==> src/rtl/riscv_pkg.sv <==
// Shared definitions for the multicycle RV32I core: opcodes, control-state
// enum, datapath select encodings and the control-word payload.
package riscv_pkg;

    localparam int unsigned OPCODE_W = 7;
    localparam int unsigned SEL_W    = 2;

    localparam logic [OPCODE_W-1:0] OP_LOAD   = 7'h03;
    localparam logic [OPCODE_W-1:0] OP_ITYPE  = 7'h13;
    localparam logic [OPCODE_W-1:0] OP_STORE  = 7'h23;
    localparam logic [OPCODE_W-1:0] OP_RTYPE  = 7'h33;
    localparam logic [OPCODE_W-1:0] OP_BRANCH = 7'h63;
    localparam logic [OPCODE_W-1:0] OP_JALR   = 7'h67;
    localparam logic [OPCODE_W-1:0] OP_JAL    = 7'h6F;

    typedef enum logic [3:0] {
        S_FETCH    = 4'd0,
        S_DECODE   = 4'd1,
        S_MEMADR   = 4'd2,
        S_MEMREAD  = 4'd3,
        S_MEMWB    = 4'd4,
        S_MEMWRITE = 4'd5,
        S_EXECR    = 4'd6,
        S_EXECI    = 4'd7,
        S_ALUWB    = 4'd8,
        S_BEQ      = 4'd9,
        S_JAL      = 4'd10,
        S_JALR     = 4'd11,
        S_JALR_PC  = 4'd12,
        S_TRAP     = 4'd13
    } ctrl_state_t;

    typedef enum logic [SEL_W-1:0] {
        SRCA_PC    = 2'b00,
        SRCA_OLDPC = 2'b01,
        SRCA_RS1   = 2'b10
    } alu_src_a_t;

    typedef enum logic [SEL_W-1:0] {
        SRCB_RS2  = 2'b00,
        SRCB_IMM  = 2'b01,
        SRCB_FOUR = 2'b10
    } alu_src_b_t;

    typedef enum logic [SEL_W-1:0] {
        RES_ALUOUT  = 2'b00,
        RES_MEMDATA = 2'b01,
        RES_ALU     = 2'b10
    } result_src_t;

    typedef enum logic [SEL_W-1:0] {
        ALUOP_ADD   = 2'b00,
        ALUOP_SUB   = 2'b01,
        ALUOP_FUNCT = 2'b10
    } alu_op_t;

    typedef enum logic [SEL_W-1:0] {
        IMM_I = 2'b00,
        IMM_S = 2'b01,
        IMM_B = 2'b10,
        IMM_J = 2'b11
    } imm_src_t;

    // Per-cycle control word driven onto the shared datapath.
    typedef struct packed {
        logic        mem_req;
        logic        mem_write;
        logic        adr_src;
        logic        ir_write;
        logic        pc_write;
        logic        reg_write;
        result_src_t result_src;
        alu_src_a_t  alu_src_a;
        alu_src_b_t  alu_src_b;
        alu_op_t     alu_op;
        logic        illegal_instr;
    } ctrl_t;

    // Immediate format implied by the opcode; I-format for anything else.
    function automatic imm_src_t imm_src_of(input logic [OPCODE_W-1:0] op);
        imm_src_t imm;
        imm = IMM_I;
        case (op)
            OP_STORE:  imm = IMM_S;
            OP_BRANCH: imm = IMM_B;
            OP_JAL:    imm = IMM_J;
            default:   imm = IMM_I;
        endcase
        return imm;
    endfunction

endpackage

==> src/rtl/mc_ctrl_outputs.sv <==
// Control-output table: maps the current FSM state plus the two gating
// inputs (mem_ready, branch_taken) to the datapath control word.
// Ports:
//   state_i        current control state
//   mem_ready_i    memory completes the request this cycle
//   branch_taken_i beq comparison result
//   ctrl_c_o       combinational control word
module mc_ctrl_outputs
    import riscv_pkg::*;
(
    input  ctrl_state_t state_i,
    input  logic        mem_ready_i,
    input  logic        branch_taken_i,
    output ctrl_t       ctrl_c_o
);

    always_comb begin
        ctrl_c_o = '0;
        case (state_i)
            S_FETCH: begin
                ctrl_c_o.mem_req    = 1'b1;
                ctrl_c_o.adr_src    = 1'b0;
                // PC+4 is written back only once the instruction word arrives.
                ctrl_c_o.ir_write   = mem_ready_i;
                ctrl_c_o.pc_write   = mem_ready_i;
                ctrl_c_o.alu_src_a  = SRCA_PC;
                ctrl_c_o.alu_src_b  = SRCB_FOUR;
                ctrl_c_o.alu_op     = ALUOP_ADD;
                ctrl_c_o.result_src = RES_ALU;
            end
            S_DECODE: begin
                // Branch/jal target precomputed into ALUOut.
                ctrl_c_o.alu_src_a = SRCA_OLDPC;
                ctrl_c_o.alu_src_b = SRCB_IMM;
                ctrl_c_o.alu_op    = ALUOP_ADD;
            end
            S_MEMADR: begin
                ctrl_c_o.alu_src_a = SRCA_RS1;
                ctrl_c_o.alu_src_b = SRCB_IMM;
                ctrl_c_o.alu_op    = ALUOP_ADD;
            end
            S_MEMREAD: begin
                ctrl_c_o.mem_req = 1'b1;
                ctrl_c_o.adr_src = 1'b1;
            end
            S_MEMWB: begin
                ctrl_c_o.result_src = RES_MEMDATA;
                ctrl_c_o.reg_write  = 1'b1;
            end
            S_MEMWRITE: begin
                ctrl_c_o.mem_req   = 1'b1;
                ctrl_c_o.mem_write = 1'b1;
                ctrl_c_o.adr_src   = 1'b1;
            end
            S_EXECR: begin
                ctrl_c_o.alu_src_a = SRCA_RS1;
                ctrl_c_o.alu_src_b = SRCB_RS2;
                ctrl_c_o.alu_op    = ALUOP_FUNCT;
            end
            S_EXECI: begin
                ctrl_c_o.alu_src_a = SRCA_RS1;
                ctrl_c_o.alu_src_b = SRCB_IMM;
                ctrl_c_o.alu_op    = ALUOP_FUNCT;
            end
            S_ALUWB: begin
                ctrl_c_o.result_src = RES_ALUOUT;
                ctrl_c_o.reg_write  = 1'b1;
            end
            S_BEQ: begin
                ctrl_c_o.alu_src_a  = SRCA_RS1;
                ctrl_c_o.alu_src_b  = SRCB_RS2;
                ctrl_c_o.alu_op     = ALUOP_SUB;
                ctrl_c_o.result_src = RES_ALUOUT;
                ctrl_c_o.pc_write   = branch_taken_i;
            end
            S_JAL: begin
                // PC takes the target from ALUOut while the ALU forms the link.
                ctrl_c_o.result_src = RES_ALUOUT;
                ctrl_c_o.pc_write   = 1'b1;
                ctrl_c_o.alu_src_a  = SRCA_OLDPC;
                ctrl_c_o.alu_src_b  = SRCB_FOUR;
                ctrl_c_o.alu_op     = ALUOP_ADD;
            end
            S_JALR: begin
                ctrl_c_o.alu_src_a = SRCA_RS1;
                ctrl_c_o.alu_src_b = SRCB_IMM;
                ctrl_c_o.alu_op    = ALUOP_ADD;
            end
            S_JALR_PC: begin
                ctrl_c_o.result_src = RES_ALUOUT;
                ctrl_c_o.pc_write   = 1'b1;
                ctrl_c_o.alu_src_a  = SRCA_OLDPC;
                ctrl_c_o.alu_src_b  = SRCB_FOUR;
                ctrl_c_o.alu_op     = ALUOP_ADD;
            end
            S_TRAP: begin
                ctrl_c_o.illegal_instr = 1'b1;
            end
            default: begin
                ctrl_c_o = '0;
            end
        endcase
    end

endmodule

==> src/rtl/multicycle_controller.sv <==
// Control FSM for the multicycle RV32I core. Holds the state register and
// next-state logic; the per-state control word comes from mc_ctrl_outputs.
// Ports:
//   clk, rst_n      clock and synchronous active-low reset
//   op              opcode of the instruction register
//   branch_taken    beq comparison result
//   mem_ready       memory completes the current request
//   mem_req/mem_write/adr_src   memory port controls
//   ir_write/pc_write/reg_write architectural write enables
//   result_src/alu_src_a/alu_src_b/alu_op_type  datapath selects
//   immsrc          immediate format, follows op
//   illegal_instr   sticky unsupported-opcode flag
module multicycle_controller
    import riscv_pkg::*;
(
    input  logic                clk,
    input  logic                rst_n,
    input  logic [OPCODE_W-1:0] op,
    input  logic                branch_taken,
    input  logic                mem_ready,
    output logic                mem_req,
    output logic                mem_write,
    output logic                adr_src,
    output logic                ir_write,
    output logic                pc_write,
    output logic                reg_write,
    output logic [SEL_W-1:0]    result_src,
    output logic [SEL_W-1:0]    alu_src_a,
    output logic [SEL_W-1:0]    alu_src_b,
    output logic [SEL_W-1:0]    alu_op_type,
    output logic [SEL_W-1:0]    immsrc,
    output logic                illegal_instr
);

    ctrl_state_t state_q;
    ctrl_state_t state_d;
    ctrl_t       ctrl_c;
    ctrl_t       ctrl_out_c;
    imm_src_t    imm_c;

    // State register.
    always_ff @(posedge clk) begin
        if (!rst_n) begin
            state_q <= S_FETCH;
        end else begin
            state_q <= state_d;
        end
    end

    // Next-state logic.
    always_comb begin
        state_d = state_q;
        case (state_q)
            S_FETCH: begin
                if (mem_ready) begin
                    state_d = S_DECODE;
                end
            end
            S_DECODE: begin
                case (op)
                    OP_LOAD, OP_STORE: state_d = S_MEMADR;
                    OP_RTYPE:          state_d = S_EXECR;
                    OP_ITYPE:          state_d = S_EXECI;
                    OP_BRANCH:         state_d = S_BEQ;
                    OP_JAL:            state_d = S_JAL;
                    OP_JALR:           state_d = S_JALR;
                    default:           state_d = S_TRAP;
                endcase
            end
            S_MEMADR:   state_d = (op == OP_STORE) ? S_MEMWRITE : S_MEMREAD;
            S_MEMREAD: begin
                if (mem_ready) begin
                    state_d = S_MEMWB;
                end
            end
            S_MEMWB:    state_d = S_FETCH;
            S_MEMWRITE: begin
                if (mem_ready) begin
                    state_d = S_FETCH;
                end
            end
            S_EXECR:    state_d = S_ALUWB;
            S_EXECI:    state_d = S_ALUWB;
            S_ALUWB:    state_d = S_FETCH;
            S_BEQ:      state_d = S_FETCH;
            S_JAL:      state_d = S_ALUWB;
            S_JALR:     state_d = S_JALR_PC;
            S_JALR_PC:  state_d = S_ALUWB;
            S_TRAP:     state_d = S_TRAP;
            default:    state_d = S_FETCH;
        endcase
    end

    mc_ctrl_outputs u_outputs (
        .state_i        (state_q),
        .mem_ready_i    (mem_ready),
        .branch_taken_i (branch_taken),
        .ctrl_c_o       (ctrl_c)
    );

    // Everything is forced low while reset is held, even before the first
    // reset edge has put the state register into FETCH.
    assign ctrl_out_c = rst_n ? ctrl_c : '0;
    assign imm_c      = rst_n ? imm_src_of(op) : IMM_I;

    assign mem_req       = ctrl_out_c.mem_req;
    assign mem_write     = ctrl_out_c.mem_write;
    assign adr_src       = ctrl_out_c.adr_src;
    assign ir_write      = ctrl_out_c.ir_write;
    assign pc_write      = ctrl_out_c.pc_write;
    assign reg_write     = ctrl_out_c.reg_write;
    assign result_src    = ctrl_out_c.result_src;
    assign alu_src_a     = ctrl_out_c.alu_src_a;
    assign alu_src_b     = ctrl_out_c.alu_src_b;
    assign alu_op_type   = ctrl_out_c.alu_op;
    assign illegal_instr = ctrl_out_c.illegal_instr;
    assign immsrc        = imm_c;

endmodule

==> config.mk <==
export PLATFORM = sky130hd
export DESIGN_NAME = multicycle_controller
export DESIGN_NICKNAME = d
export VERILOG_FILES = /design/src/rtl/riscv_pkg.sv /design/src/rtl/mc_ctrl_outputs.sv /design/src/rtl/multicycle_controller.sv
export SDC_FILE = /design/constraint.sdc
export NUM_CORES = 1
export LEC_CHECK = 0
export BUFFER_PORTS_ARGS = -buffer_cell sky130_fd_sc_hd__buf_4
export CORE_MARGIN = 3
export CORE_UTILIZATION = 47
export CTS_CLUSTER_DIAMETER = 30
export CTS_CLUSTER_SIZE = 16
export DETAILED_ROUTE_END_ITERATION = 7
export GPL_ROUTABILITY_DRIVEN = 0
export HOLD_SLACK_MARGIN = 0.05
export PLACE_DENSITY = 0.78
export SLEW_MARGIN = 20
export SYNTH_ARGS = -nofsm -noshare
export SYNTH_HDL_FRONTEND = slang
export SYNTH_SLANG_ARGS = --single-unit
==> constraint.sdc <==
create_clock -name clk -period 1.7 [get_ports clk]
set_input_delay 0.085 -clock clk [delete_from_list [all_inputs] [get_ports clk]]
set_output_delay 0.085 -clock clk [all_outputs]
set_load 0.005 [all_outputs]
==> impl_metrics.csv <==
group,metric,value,unit
die,initial_core_util,51.2,%
setup_path,start_kind,"register",
global_routing,grt_max_degree,15,
setup_path,crit_buf_inv,2,
final_layout,largest_reg_flops,4,
drt,post_drt_wl_per_cell,12.9,µm
timing,hold_viol,0,
drt,drt_iter0_drc,25,
timing,worst_slew_pin_slew,0.414,ns
die,fp-row-count,13,
die,die_area,1930,µm²
power,ir_drop,0.000351,V
timing,finalMaxSlewViolations,0,
timing,finalSetupViolCount,0,
setup_path,critPathMaxStageDelay,0.38,ns
setup_path,critical_path.top_delay_family,"buffers and inverters",
timing,relSlewSlack,72.4,%
timing,fin_tns_setup,0,ns
synth,synthCells,101,
drt,ant_nets,0,
global_routing,grt_use_total,21.7,%
setup_path,slowest_stage,"mux2_2",
synth,netlist_area,674,µm²
setup_path,cp_max_fo,13,
cts,clock_sinks,4,
drt,drc,0,
power,leakage,0.000431,µW
final_layout,layout_common_cells,"buf_4, nor2_1, nor3_1",
setup_path,cp-startpoint,"state_q[1]$_SDFFE_PN0P_",
drt,drt-total-wl,1880,µm
timing,worst_slack,0.0875,ns
final_layout,n_antenna_cell,0,
cts,clk_latency,0.24,ns
synth,ys_warn_count,0,
drt,routed_via_density,5.91,
cts,cts_setup_buffers,0,
final_layout,num-fill-cells,126,
synth,synthDominantAreaCellType,"dfxtp_1",
synth,synthTopCellsByArea,"dfxtp_1, nor3_1, nor2b_1",
die,fp.dieH,43.9,µm
cts,htreeDepth,1,
synth,synth_top_cell_area_share,11.9,%
final_layout,top_regs,"state_q: 4 flops",
min_path,hold_path_class,"in2reg",
synth,ys_ff_latch,4,
timing,fmax,0.620,GHz
die,die-width,43.9,µm
synth,ys.flop_type,"dfxtp_1",
final_layout,final_common_cell,"buf_4",
synth,synth_edf_count,0,
final_layout,regArea,85.1,µm²
synth,synth_cell_types,41,
cts,cts_tree,"done",
setup_path,cp_cell_sequence,"inv_1 > mux2_2 > and3_1 > buf_4",
global_routing,grt_pass1_vias,743,
job,maxCapViolations,0,
cts,clk_pin_slew_worst_paths,0.04,ns
timing,fin_crit_sh,94.9,%
drt,first_pass_iters,4,
min_path,holdCritStartpoint,"rst_n",
timing,fin_skew,0.00437,ns
setup_path,crit_arrival,1.53,ns
final_layout,drive_above_1_share,35.4,%
timing,min_period,1.61,ns
outcome,status,"finished clean",
cts,clock_path_buffers,2,
synth,ys_seq_area_share,11.9,%
cts,root_buffer,"clkbuf_4",
synth,synth_nets,112,
final_layout,synthToLayoutAreaGrowth,40.4,%
die,ioPinCount,28,
global_routing,grt_pass1_wl,3190,µm
placed_design,portBuffers,27,
die,fp.coreArea,1320,µm²
cts,cts_made_buffers,3,
final_layout,regMostFlops,"state_q",
placed_design,dp_slack,0.128,ns
setup_path,worstSetupEndpointType,"primary output",
placed_design,place_hpwl,1440,µm
drt,num_vias,857,
global_routing,antenna_found_initial,0,
timing,rsz0062_at_grt,"false",
setup_path,cp_data_required_time,1.62,ns
final_layout,multi_input_area,547,µm²
setup_path,reg2reg_from,"state_q[3]$_SDFFE_PN0P_",
final_layout,nNetsFinal,143,
power,power_density,586,nW/µm²
synth,synthArstFlopShare,0,%
global_routing,grt_overflow,0,
cts,postCtsHoldBufs,0,
synth,syn_area_per_cell,6.68,µm²
setup_path,critical_path_class,"reg2out",
[worst paths after layout]
check	endpoint	slack (ns)	cells past startpoint
setup / recovery	alu_src_b[1]	0.09	4
hold / removal	state_q[2]$_SDFFE_PN0P_	0.16	2
setup reg to reg	state_q[0]$_SDFFE_PN0P_	0.16	4
hold reg to reg	state_q[3]$_SDFFE_PN0P_	0.65	2
[cell type report]
| type | instances | area share [%] |
|---|---|---|
| Clock buffer | 3 | 2.38 |
| Inverter | 5 | 1.98 |
| Multi-Input combinational cell | 84 | 57.7 |
| Sequential cell | 4 | 8.98 |
| Tap cell | 15 | 1.98 |
| Timing Repair Buffer | 34 | 26.9 |
[logic make-up after synthesis]
kind of cell,synth area share (%)
AOI/OAI and AO/OA,31.4
xor gates and xnor gates,3.90
buffers and inverters,8.72
DFF,11.9
muxes,1.67
and+or+nand+nor,42.5
[routing by layer]
layer / GRT usage [%] / vias up / wire length (µm)
met5: 0 / - / 0
met4: 10.8 / 0 / 38
met3: 2.90 / 4 / 129
met2: 36.3 / 31 / 904
met1: 26.7 / 389 / 804
li1: - / 433 / -
[power breakdown]
| part | total [µW] | leakage (µW) | switching, µW | internal [µW] |
|---|---|---|---|---|
| Clock | 119 | 0.0000138 | 39.6 | 79.0 |
| Sequential | 122 | 0.0000338 | 16.5 | 105 |
| Combinational | 315 | 0.000384 | 156 | 158 |
| Total | 555 | 0.000431 | 212 | 343 |
[cells in the mapped netlist (2+ instances only)]
cell	n
nand2b_1	2
nor4_1	2
a211oi_1	2
o21ai_0	6
nor4b_1	2
clkbuf_1	5
a31oi_1	2
xor2_1	2
and3_1	4
nor3_1	8
inv_1	5
o21a_1	4
nand3_1	4
buf_2	2
nor2_1	8
dfxtp_1	4
nand2_1	4
a21boi_0	2
a21oi_1	6
nor2b_1	6
[stage by stage]
stage               cell area (µm²)  std cells  hold WS [ns]  util (%)  power (µW)
global route                    947        145         0.156      71.9         600
detailed placement              908        142         0.410      68.9         431
finish                          947        145         0.160      71.9         555
global placement                908        142         0.409      68.9         427
floorplan                       674        101         0.268         -         312
CTS                             933        145         0.151      70.8         556
[repair_timing]
action | 4_1_cts | 5_1_grt
gates cloned | 0 | 0
setup endpoints to repair | 4 | 3
gates resized for setup | 2 | 3
endpoints found under the hold margin | 0 | 0
Power figures use the tool's default switching activity.
